### src/rtl/neokeon_round_ctrl_if.sv
// Block interface for the Noekeon round controller: input block handshake,
// result handshake and the busy status flag.
interface neokeon_round_ctrl_if;
  logic         inValid;
  logic         inReady;
  logic         inDecrypt;
  logic [127:0] inDataState;
  logic [127:0] inDataKey;
  logic         outValid;
  logic         outReady;
  logic [127:0] outDataState;
  logic         busy;

  modport master (
    output inValid, inDecrypt, inDataState, inDataKey, outReady,
    input  inReady, outValid, outDataState, busy
  );

  modport slave (
    input  inValid, inDecrypt, inDataState, inDataKey, outReady,
    output inReady, outValid, outDataState, busy
  );
endinterface

### src/rtl/neokeon_round_ctrl.sv
// Iterative Noekeon encrypt/decrypt controller: one round per cycle, round
// constants generated on the fly, final Theta transform, result handshake.
//
// state | meaning
// IDLE  | waiting for a block, inReady high
// ROUND | one full round per cycle, rc stepped each round
// FINAL | output transform, result registered
// OUT   | result presented until outReady
module neokeon_round_ctrl #(
  parameter int         NUM_ROUNDS = 16,
  parameter logic [7:0] RC_FIRST   = 8'h80,
  parameter logic [7:0] RC_LAST    = 8'hD4
) (
  input logic                 clk,
  input logic                 rst,
  neokeon_round_ctrl_if.slave bus
);

  localparam int CntW = (NUM_ROUNDS > 1) ? $clog2(NUM_ROUNDS) : 1;
  localparam logic [CntW-1:0] LastCnt = CntW'(NUM_ROUNDS - 1);

  typedef enum logic [1:0] {IDLE, ROUND, FINAL, OUT} stateT;

  stateT           fsm;
  logic [127:0]    blockQ;
  logic [127:0]    keyQ;
  logic [127:0]    outQ;
  logic            decQ;
  logic            inReadyQ;
  logic            outValidQ;
  logic            busyQ;
  logic [CntW-1:0] roundCnt;
  logic [7:0]      rcQ;
  logic [31:0]     c1;
  logic [31:0]     c2;
  logic [127:0]    roundNext;
  logic [127:0]    finalNext;

  function automatic logic [31:0] rotl(input logic [31:0] x, input int n);
    return (x << n) | (x >> (32 - n));
  endfunction

  // Constants only ever touch word0 (bits 127:96).
  function automatic logic [127:0] stateXorConstant(input logic [127:0] s, input logic [31:0] c);
    return {s[127:96] ^ c, s[95:0]};
  endfunction

  function automatic logic [127:0] thetaFun(input logic [127:0] k, input logic [127:0] s);
    logic [31:0] a0, a1, a2, a3, t;
    {a0, a1, a2, a3} = s;
    t  = a0 ^ a2;
    t  = t ^ rotl(t, 8) ^ rotl(t, 24);
    a1 = a1 ^ t;
    a3 = a3 ^ t;
    a0 = a0 ^ k[127:96];
    a1 = a1 ^ k[95:64];
    a2 = a2 ^ k[63:32];
    a3 = a3 ^ k[31:0];
    t  = a1 ^ a3;
    t  = t ^ rotl(t, 8) ^ rotl(t, 24);
    a0 = a0 ^ t;
    a2 = a2 ^ t;
    return {a0, a1, a2, a3};
  endfunction

  function automatic logic [127:0] pi1Fun(input logic [127:0] s);
    return {s[127:96], rotl(s[95:64], 1), rotl(s[63:32], 5), rotl(s[31:0], 2)};
  endfunction

  function automatic logic [127:0] pi2Fun(input logic [127:0] s);
    return {s[127:96], rotl(s[95:64], 31), rotl(s[63:32], 27), rotl(s[31:0], 30)};
  endfunction

  function automatic logic [127:0] gammaFun(input logic [127:0] s);
    logic [31:0] a0, a1, a2, a3, t;
    {a0, a1, a2, a3} = s;
    a1 = a1 ^ (~a3 & ~a2);
    a0 = a0 ^ (a2 & a1);
    t  = a3;
    a3 = a0;
    a0 = t;
    a2 = a2 ^ a0 ^ a1 ^ a3;
    a1 = a1 ^ (~a3 & ~a2);
    a0 = a0 ^ (a2 & a1);
    return {a0, a1, a2, a3};
  endfunction

  function automatic logic [127:0] roundFun(input logic [127:0] k, input logic [127:0] s,
                                             input logic [31:0] k1, input logic [31:0] k2);
    return pi2Fun(gammaFun(pi1Fun(stateXorConstant(thetaFun(k, stateXorConstant(s, k1)), k2))));
  endfunction

  function automatic logic [7:0] rcFwd(input logic [7:0] rc);
    return {rc[6:0], 1'b0} ^ (rc[7] ? 8'h1B : 8'h00);
  endfunction

  function automatic logic [7:0] rcInv(input logic [7:0] rc);
    return rc[0] ? (((rc ^ 8'h1B) >> 1) | 8'h80) : (rc >> 1);
  endfunction

  // Round and final-transform datapath; direction picks which xor carries rc.
  always_comb begin
    c1        = decQ ? 32'h0 : {24'h0, rcQ};
    c2        = decQ ? {24'h0, rcQ} : 32'h0;
    roundNext = roundFun(keyQ, blockQ, c1, c2);
    finalNext = decQ ? stateXorConstant(thetaFun(keyQ, blockQ), {24'h0, rcQ})
                     : thetaFun(keyQ, stateXorConstant(blockQ, {24'h0, rcQ}));
  end

  // Sequencer with registered handshake and status outputs.
  always_ff @(posedge clk) begin
    if (rst) begin
      fsm       <= IDLE;
      inReadyQ  <= 1'b1;
      outValidQ <= 1'b0;
      busyQ     <= 1'b0;
      outQ      <= '0;
      roundCnt  <= '0;
      rcQ       <= '0;
    end else begin
      case (fsm)
        IDLE: begin
          if (bus.inValid) begin
            blockQ   <= bus.inDataState;
            keyQ     <= bus.inDataKey;
            decQ     <= bus.inDecrypt;
            roundCnt <= '0;
            rcQ      <= bus.inDecrypt ? RC_LAST : RC_FIRST;
            inReadyQ <= 1'b0;
            busyQ    <= 1'b1;
            fsm      <= ROUND;
          end
        end
        ROUND: begin
          blockQ <= roundNext;
          rcQ    <= decQ ? rcInv(rcQ) : rcFwd(rcQ);
          if (roundCnt == LastCnt) begin
            fsm <= FINAL;
          end else begin
            roundCnt <= roundCnt + CntW'(1);
          end
        end
        FINAL: begin
          outQ      <= finalNext;
          outValidQ <= 1'b1;
          busyQ     <= 1'b0;
          fsm       <= OUT;
        end
        OUT: begin
          if (bus.outReady) begin
            outValidQ <= 1'b0;
            inReadyQ  <= 1'b1;
            fsm       <= IDLE;
          end
        end
        default: fsm <= IDLE;
      endcase
    end
  end

  assign bus.inReady      = inReadyQ;
  assign bus.outValid     = outValidQ;
  assign bus.outDataState = outQ;
  assign bus.busy         = busyQ;

endmodule

### src/flat_wrapper.sv
// flat-port wrapper written by rule: the top's interface ports become plain ports
module neokeon_round_ctrl_flat 
#(
  parameter int         NUM_ROUNDS = 16,
  parameter logic [7:0] RC_FIRST   = 8'h80,
  parameter logic [7:0] RC_LAST    = 8'hD4
)
  (clk, rst, bus_inValid, bus_inDecrypt, bus_inDataState, bus_inDataKey, bus_outReady, bus_inReady, bus_outValid, bus_outDataState, bus_busy);
  neokeon_round_ctrl_if bus_i ();
  input logic clk;
  input logic rst;
  input wire logic [$bits(bus_i.inValid)-1:0] bus_inValid;
  input wire logic [$bits(bus_i.inDecrypt)-1:0] bus_inDecrypt;
  input wire logic [$bits(bus_i.inDataState)-1:0] bus_inDataState;
  input wire logic [$bits(bus_i.inDataKey)-1:0] bus_inDataKey;
  input wire logic [$bits(bus_i.outReady)-1:0] bus_outReady;
  output wire logic [$bits(bus_i.inReady)-1:0] bus_inReady;
  output wire logic [$bits(bus_i.outValid)-1:0] bus_outValid;
  output wire logic [$bits(bus_i.outDataState)-1:0] bus_outDataState;
  output wire logic [$bits(bus_i.busy)-1:0] bus_busy;
  assign bus_i.inValid = bus_inValid;
  assign bus_i.inDecrypt = bus_inDecrypt;
  assign bus_i.inDataState = bus_inDataState;
  assign bus_i.inDataKey = bus_inDataKey;
  assign bus_i.outReady = bus_outReady;
  assign bus_inReady = bus_i.inReady;
  assign bus_outValid = bus_i.outValid;
  assign bus_outDataState = bus_i.outDataState;
  assign bus_busy = bus_i.busy;
  neokeon_round_ctrl #(.NUM_ROUNDS(NUM_ROUNDS), .RC_FIRST(RC_FIRST), .RC_LAST(RC_LAST)) u_core (.clk(clk), .rst(rst), .bus(bus_i));
endmodule
### config.mk
export PLATFORM = sky130hd
export DESIGN_NAME = neokeon_round_ctrl_flat
export DESIGN_NICKNAME = d
export VERILOG_FILES = /design/src/rtl/neokeon_round_ctrl_if.sv /design/src/rtl/neokeon_round_ctrl.sv /design/src/flat_wrapper.sv
export SDC_FILE = /design/constraint.sdc
export NUM_CORES = 1
export LEC_CHECK = 0
export ABC_AREA = 1
export CAP_MARGIN = 20
export CORE_MARGIN = 2
export CORE_UTILIZATION = 55
export CTS_CLUSTER_SIZE = 40
export DETAILED_ROUTE_END_ITERATION = 12
export PLACE_DENSITY = 0.83
export REMOVE_ABC_BUFFERS = 1
export SLEW_MARGIN = 20
export SYNTH_ARGS = -nofsm -noshare
export SYNTH_HDL_FRONTEND = slang
export SYNTH_SLANG_ARGS = --single-unit
### constraint.sdc
create_clock -name clk -period 14.9 [get_ports clk]
set_input_delay 2.98 -clock clk [delete_from_list [all_inputs] [get_ports clk]]
set_output_delay 2.98 -clock clk [all_outputs]
set_load 0.005 [all_outputs]
[After elaboration in Yosys (flattened, before gate mapping)]
Cells that the tools add are included.
Word-level totals
  register bits: 402
Cells by class
  add/sub/neg operators: 1
  equality and inequality tests: 8
  multiplexer cells: 25
  bitwise logic cells: 80
  reductions and logical operators: 13
Operators with widths (count)
  XOR 32 bit: 49
  2-to-1 mux 128 bit: 2
  case mux 128 bit (2 select lines): 1
  bitwise OR 32 x 24 -> 32 bit: 6
  bitwise OR 32 x 8 -> 32 bit: 6
  bitwise AND 32 bit: 4
  NOT 32 bit: 4
  XOR 32 x 8 -> 32 bit: 2
  2-to-1 mux 8 bit: 5
  bitwise OR 32 x 1 -> 32 bit: 1
  bitwise OR 32 x 2 -> 32 bit: 1
  bitwise OR 32 x 27 -> 32 bit: 1
  bitwise OR 32 x 30 -> 32 bit: 1
  bitwise OR 32 x 31 -> 32 bit: 1
  bitwise OR 32 x 5 -> 32 bit: 1
  case mux 8 bit (2 select lines): 1
  AND reduction 3 bit: 5
  2-to-1 mux 4 bit: 2
  case mux 2 bit (4 select lines): 1
  case mux 4 bit (2 select lines): 1
  nonzero test 2 bit: 4
  XOR 8 bit: 1
  2-to-1 mux 7 bit: 1
  2-to-1 mux 2 bit: 3
  other kinds (13): 23

[Logic depth before layout (Yosys ltp)]
Gate-level depths: netlist of run 1.
  depth in word-level cells: 26
  mapped depth: 29

[Least setup slack after synthesis of run 1]
Ideal clock, no wire load.
  path type: input port to flip-flop
  start: input bus_inValid
  end: register u_core.blockQ[0] (enable)
  setup time: 617 ps
  arrival time: 8826 ps
  slack: 5457 ps
  stages on the path: 4
  cells stage by stage: nand2_1 > o21ai_0 > clkinv_1 > nor2_1
On the way
  longest elaborated chain between the ends: 2
Ends and longest elaborated chain
  start: declaration: RTL line flat_wrapper.sv:12  | input wire logic [$bits(bus_i.inValid)-1:0] bus_inValid;
  != test 2 bit (no line)
  AND reduction 3 bit (no line)
  end signal: assignment: RTL line neokeon_round_ctrl.sv:124  | blockQ <= bus.inDataState;
  end signal: assignment: RTL line neokeon_round_ctrl.sv:135  | blockQ <= roundNext;
  end: declaration: RTL line neokeon_round_ctrl.sv:25  | logic [127:0] blockQ;
No other way between the ends.
A chain may end at the register's enable or synchronous reset.

[Final worst setup path of run 1]
  start: input bus_inValid
  end: register u_core.blockQ[56] (enable)
The elaborated chain is that of the path after synthesis.

==> results.cfg, run 1 <==
[global_routing]
grt_max_degree = 86
grt_pass1_wl_mm = 122
antenna_found_initial = 1
grt_pass1_vias = 21262
grt-ovfl-total = 0
grt.total_usage_pct = 34.8

[critical_path]
reg2reg_depth = 24
worstPathArrival_ns = 5.70
slowest_stage = buf_4
critPathLaunch = bus_inValid
regToRegEndpoint = u_core.blockQ[56]
cp-start-kind = input port
cp_max_fo = 69
r2r_slack_ns = 10.45
cpPeakStageDelay_ns = 0.88
path_cells = clkdlybuf4s50_1 > nand2_1 > o21ai_0 > clkinv_1 > nor2_4 > buf_4
path_class = in2reg
critPathRequiredTime_ns = 15.10
r2r_start = u_core.blockQ[40]
end_kind = flop

[synth]
synth_compound_area_share_pct = 7.37
synthAdderAreaFrac_pct = 1.90
synth_top_family_by_area = simple AND/OR/NAND/NOR gates
synth_cells = 2951
synth_most_common_cell = nand2_1
seq_area_frac_synth_pct = 43.5
synth.top_cell.area_share_pct = 31.6
synth-xor-area-share_pct = 15.9
async_reset_ff_share_pct = 0
syn-cell-area_mm2 = 0.0244
synth.top_cells.by_area = edfxtp_1 (32%), nand2_1 (14%), dfxtp_1 (12%), xor2_1 (6.6%), xnor2_1 (6.0%)
synth-simple-area-share_pct = 24.2
yosys.area.top_type = edfxtp_1
syn_avg_cell_area_um2 = 8.27
netlist-cell-type-count = 47
synth_edf_count = 257
ys_warn_count = 0
yosys-top-cells-count = nand2_1 (888), inv_1 (355), nand3_1 (277), edfxtp_1 (257), xor2_1 (183)
synth_flop_cell = edfxtp_1
synthMuxAreaShare_pct = 0.0410
synth_seq_cells = 402

[flow_run]
maxCapViolCount = 0

[sta]
worst_pin_slew_ns = 1.07
finalCritPeriodShare_pct = 37.0
timing.fmax_mhz = 182
max-slew-margin-rel_pct = 27.9
timing.setup.tns_ns = 0
fin_skew_ns = 0.0198
rsz0062_at_grt = false
post-route-min-period_ns = 5.51
timing_hold_violations_final = 0
finalSetupViolCount = 0
drv_slew = 0

[drt]
routed_wl_mm = 81.7
ant_nets = 0
drtIter0Drc = 2493
vias_per_cell = 5.60
drcViolationCount = 0
num_vias = 22141
dr.pass1.iters = 6
routedWlPerCell_um = 20.7

[clock_network]
clock_tree.root_cell = clkbuf_16
cts.htree.levels = 2
cts_tree = yes
cts.path.max_buffers = 3
ctsHoldBuffers = 0
clk_latency_ns = 0.59
clk_pin_slew_ns = 0.06
cts_setup_buffers = 0
cts_buffers = 45
ctsResizeCount = 0
cts.sinks = 402

[placed_design]
place_hpwl_mm = 62.8
place.port_buffers = 391
place.gp.congestion = 0.949

[finish]
drive_gt1_share_pct = 6.63
area_delta_synth_final_pct = 24.6
finalNetCount = 3623
n_fill_cell = 3456
multi_input_area_mm2 = 0.0121
seqCellArea_mm2 = 0.0106

[min_path]
hold_class = reg2reg
holdPathStages = 2
hold_start = u_core.bus.outValid
hold_end = u_core.bus.outValid

[floorplan]
io_pins = 392
core_area_mm2 = 0.0440
die-width_um = 215
die_y_um = 215
initial_utilization_pct = 55.4
row_count = 77
die-area_mm2 = 0.0461

[status]
status = completed
layout by cell type (no fill, tap or decap), drive strengths merged, types with 98 or more instances in the layout:
cell           instances
xnor2                195
edfxtp               257
nand3                285
dfxtp                145
o211ai                98
xor2                 203
clkdlybuf4s50        391
nand2                933
o21ai                 99
inv                  379
critical path: cells and delay by family:
kind,cells,cell delay [ns]
buffers and inverters,3,1.82
and+or+nand+nor,2,0.63
AOI/OAI and AO/OA,1,0.22
worst max path at each step:
stage | to | slack (ns)
4_1_cts | u_core.blockQ[120] | 9.45
6_report | u_core.blockQ[56] | 9.39
2_1_floorplan | u_core.blockQ[0] | 2.50
5_1_grt | u_core.blockQ[120] | 9.26
3_3_place_gp | u_core.blockQ[120] | 8.92
3_5_place_dp | u_core.blockQ[120] | 8.85
flip-flops by register name, summed over array words and instances (netlist names):
signal and cells:
u_core.bus.busy 1, u_core.roundCnt 4, u_core.fsm 2, u_core.rcQ 8, u_core.decQ 1, u_core.blockQ 128, u_core.bus.outValid 1, u_core.keyQ 128
u_core.bus.inReady 1, u_core.bus.outDataState 128
final cells by class:
cell class	count	area share, %
Sequential cell	402	34.9
Antenna cell	1	0.00823
Multi-Input combinational cell	2095	39.7
Tap cell	592	2.44
Clock inverter	18	0.638
Clock buffer	65	4.38
Inverter	378	4.73
Timing Repair Buffer	403	13.2
through the flow:
stage | setup WS, ns | hold WS, ns | cell area (um2) | cells | utilization (%)
after floorplan | 2.50 | 0.451 | 24100 | 2875 | -
after global routing | 9.26 | 0.493 | 30400 | 3953 | 69.1
after CTS | 9.45 | 0.481 | 30400 | 3953 | 69.1
after detailed placement | 8.85 | 0.465 | 28900 | 3870 | 65.6
final | 9.39 | 0.479 | 30400 | 3954 | 69.1
after global placement | 8.92 | 0.457 | 28900 | 3870 | 65.6
cells by family after synthesis:
group | after synthesis
AND/OR/NAND/NOR | 1364
XOR/XNOR | 398
buffers and inverters | 454
AO/OA/AOI/OAI | 295
flip-flops | 402
adder cells (fa/ha/maj) | 37
multiplexers | 1
metal layers:
| layer | wire [um] | up-vias | GRT usage, % | share of wire (%) |
|---|---|---|---|---|
| met5 | 0 | - | 0 | 0 |
| met4 | 4590 | 0 | 17.9 | 5.6 |
| met3 | 7390 | 225 | 5.19 | 9.0 |
| met2 | 37900 | 1201 | 57.3 | 46 |
| met1 | 31800 | 10377 | 44.6 | 39 |
| li1 | - | 10338 | - | - |
Power of run 1 is not shown: default switching activity piles up to over one toggle a cycle in this logic, so the estimate is an artifact.
==> inputs of run 2 (changes only) <==
==> constraint.sdc (replaced) <==
create_clock -name clk -period 5.3 [get_ports clk]
set_input_delay 1.06 -clock clk [delete_from_list [all_inputs] [get_ports clk]]
set_output_delay 1.06 -clock clk [all_outputs]
set_load 0.005 [all_outputs]
==> run 2 against run 1 <==
Die area unchanged. Non-clock buffer count up 11. Via count up 1.8%. Register-to-register slack worse by 9.5 ns. First-iteration DRC count down 0.84%. Worst hold slack worse by 0.0018 ns. Global-route usage up 1.0 points.
==> results.cfg, run 2 (same netlist as run 1, synthesis figures left out) <==
[clock_network]
cts_buffers = 44
ctsHoldBuffers = 0
clock_tree.root_cell = clkbuf_16
ctsResizeCount = 0
cts_tree = yes
clk_latency_ns = 0.59
cts.htree.levels = 2
cts.sinks = 402
cts_setup_buffers = 0
cts.path.max_buffers = 3
clk_pin_slew_ns = 0.06

[critical_path]
critPathLaunch = u_core.decQ
critPathRequiredTime_ns = 5.62
crit_top_cell = nand2_1
cpPeakStageDelay_ns = 1.00
r2r_slack_ns = 0.95
path_class = reg2reg
cp-endpoint = u_core.blockQ[105]
cp-start-kind = flop
path_cells = nor2_8 > xor2_1 > xor2_1 > xor2_1 > inv_1 > ha_1 > xnor2_1 > xor2_1 > nor2_1 > xnor2_1 > nand2_1 > nand2_1 > inv_1 > nand2_1 > nand2_1 > nand3_1 > nand2_1
slowest_stage = edfxtp_1
reg2reg_depth = 17
worstPathArrival_ns = 4.66
regToRegEndpoint = u_core.blockQ[105]
end_kind = flop
r2r_start = u_core.decQ
cp_max_fo = 10

[finish]
layout_commonest_cell = nand2_1
most-common-layout-cells = nand2_1 (888), clkdlybuf4s50_1 (391), inv_1 (353)
finalNetCount = 3633
fin_area_mm2 = 0.0305
area_delta_synth_final_pct = 24.9
n_fill_cell = 3389
drive_gt1_share_pct = 6.80

[sta]
holdWs_ns = 0.477
timing.fmax_mhz = 230
finalSetupViolCount = 0
post-route-min-period_ns = 4.35
fin_skew_ns = 0.0305
drv_slew = 0
worst_pin_slew_ns = 0.991
fin_ws_ns = 0.954
max-slew-margin-rel_pct = 33.9
timing_hold_violations_final = 0
rsz0062_at_grt = false
finalCritPeriodShare_pct = 82.0

[min_path]
hold_class = reg2reg

[global_routing]
grt_pass1_vias = 21967
grt_pass1_wl_mm = 125
grt_max_degree = 75
antenna_found_initial = 1
grt.total_usage_pct = 35.8
grt-ovfl-total = 0

[status]
status = completed

[drt]
drcViolationCount = 0
num_vias = 22537
drtIter0Drc = 2472
vias_per_cell = 5.69
dr.pass1.iters = 9
routedWlPerCell_um = 21.3
ant_nets = 0
routed_wl_mm = 84.4

[floorplan]
io_pins = 392
die_y_um = 215
initial_utilization_pct = 55.4
die-area_mm2 = 0.0461
die-width_um = 215
row_count = 77
core_area_mm2 = 0.0440

[placed_design]
place_hpwl_mm = 65.6
place.gp.congestion = 0.976
place.port_buffers = 391
post-place-ws_ns = 1.04
place_area_mm2 = 0.0290

[flow_run]
maxCapViolCount = 0
-- run 2: through the flow --
stage	std cells	TNS (ns)	util [%]
2_1_floorplan	2875	-1228.01	-
4_1_cts	3961	0	69.2
3_3_place_gp	3881	0	65.9
5_1_grt	3961	0	69.2
3_5_place_dp	3881	0	65.9
6_report	3962	0	69.2
-- run 2: area by class of cell --
type	instances	area [um2]	share of cell area (%)
Antenna cell	1	2.50	0.00821
Clock buffer	62	1240	4.07
Clock inverter	18	201	0.661
Inverter	378	1440	4.72
Multi-Input combinational cell	2095	12100	39.7
Sequential cell	402	10600	34.8
Tap cell	592	741	2.43
Timing Repair Buffer	414	4150	13.6
-- run 2: worst min path at each step --
stage,start,to,depth (start not counted)
final,u_core.bus.outDataState[1],u_core.bus.outDataState[1],2
after global routing,u_core.bus.outDataState[47],u_core.bus.outDataState[47],2
after CTS,u_core.bus.outDataState[1],u_core.bus.outDataState[1],2
after detailed placement,u_core.bus.outDataState[22],u_core.bus.outDataState[22],2
after global placement,u_core.bus.outValid,u_core.bus.outValid,2
after floorplan,u_core.roundCnt[1],u_core.roundCnt[1],2
-- run 2: critical path: cells and delay by family (launching register included) --
family	cells	cell delay (ns)
buf+inv	2	0.19
simple gates	8	0.76
xor+xnor	6	1.90
flops	1	1.00
fa+ha+maj	1	0.22
-- run 2: per-layer routing --
metal | track usage [%] | share of wire, % | wire length (um) | up-vias
li1 | - | - | - | 10341
met1 | 45.0 | 38 | 32300 | 10654
met2 | 59.6 | 47 | 39600 | 1291
met3 | 6.01 | 9.1 | 7710 | 251
met4 | 18.4 | 5.6 | 4740 | 0
met5 | 0 | 0 | 0 | -
Power of run 2 is left out for the same reason.
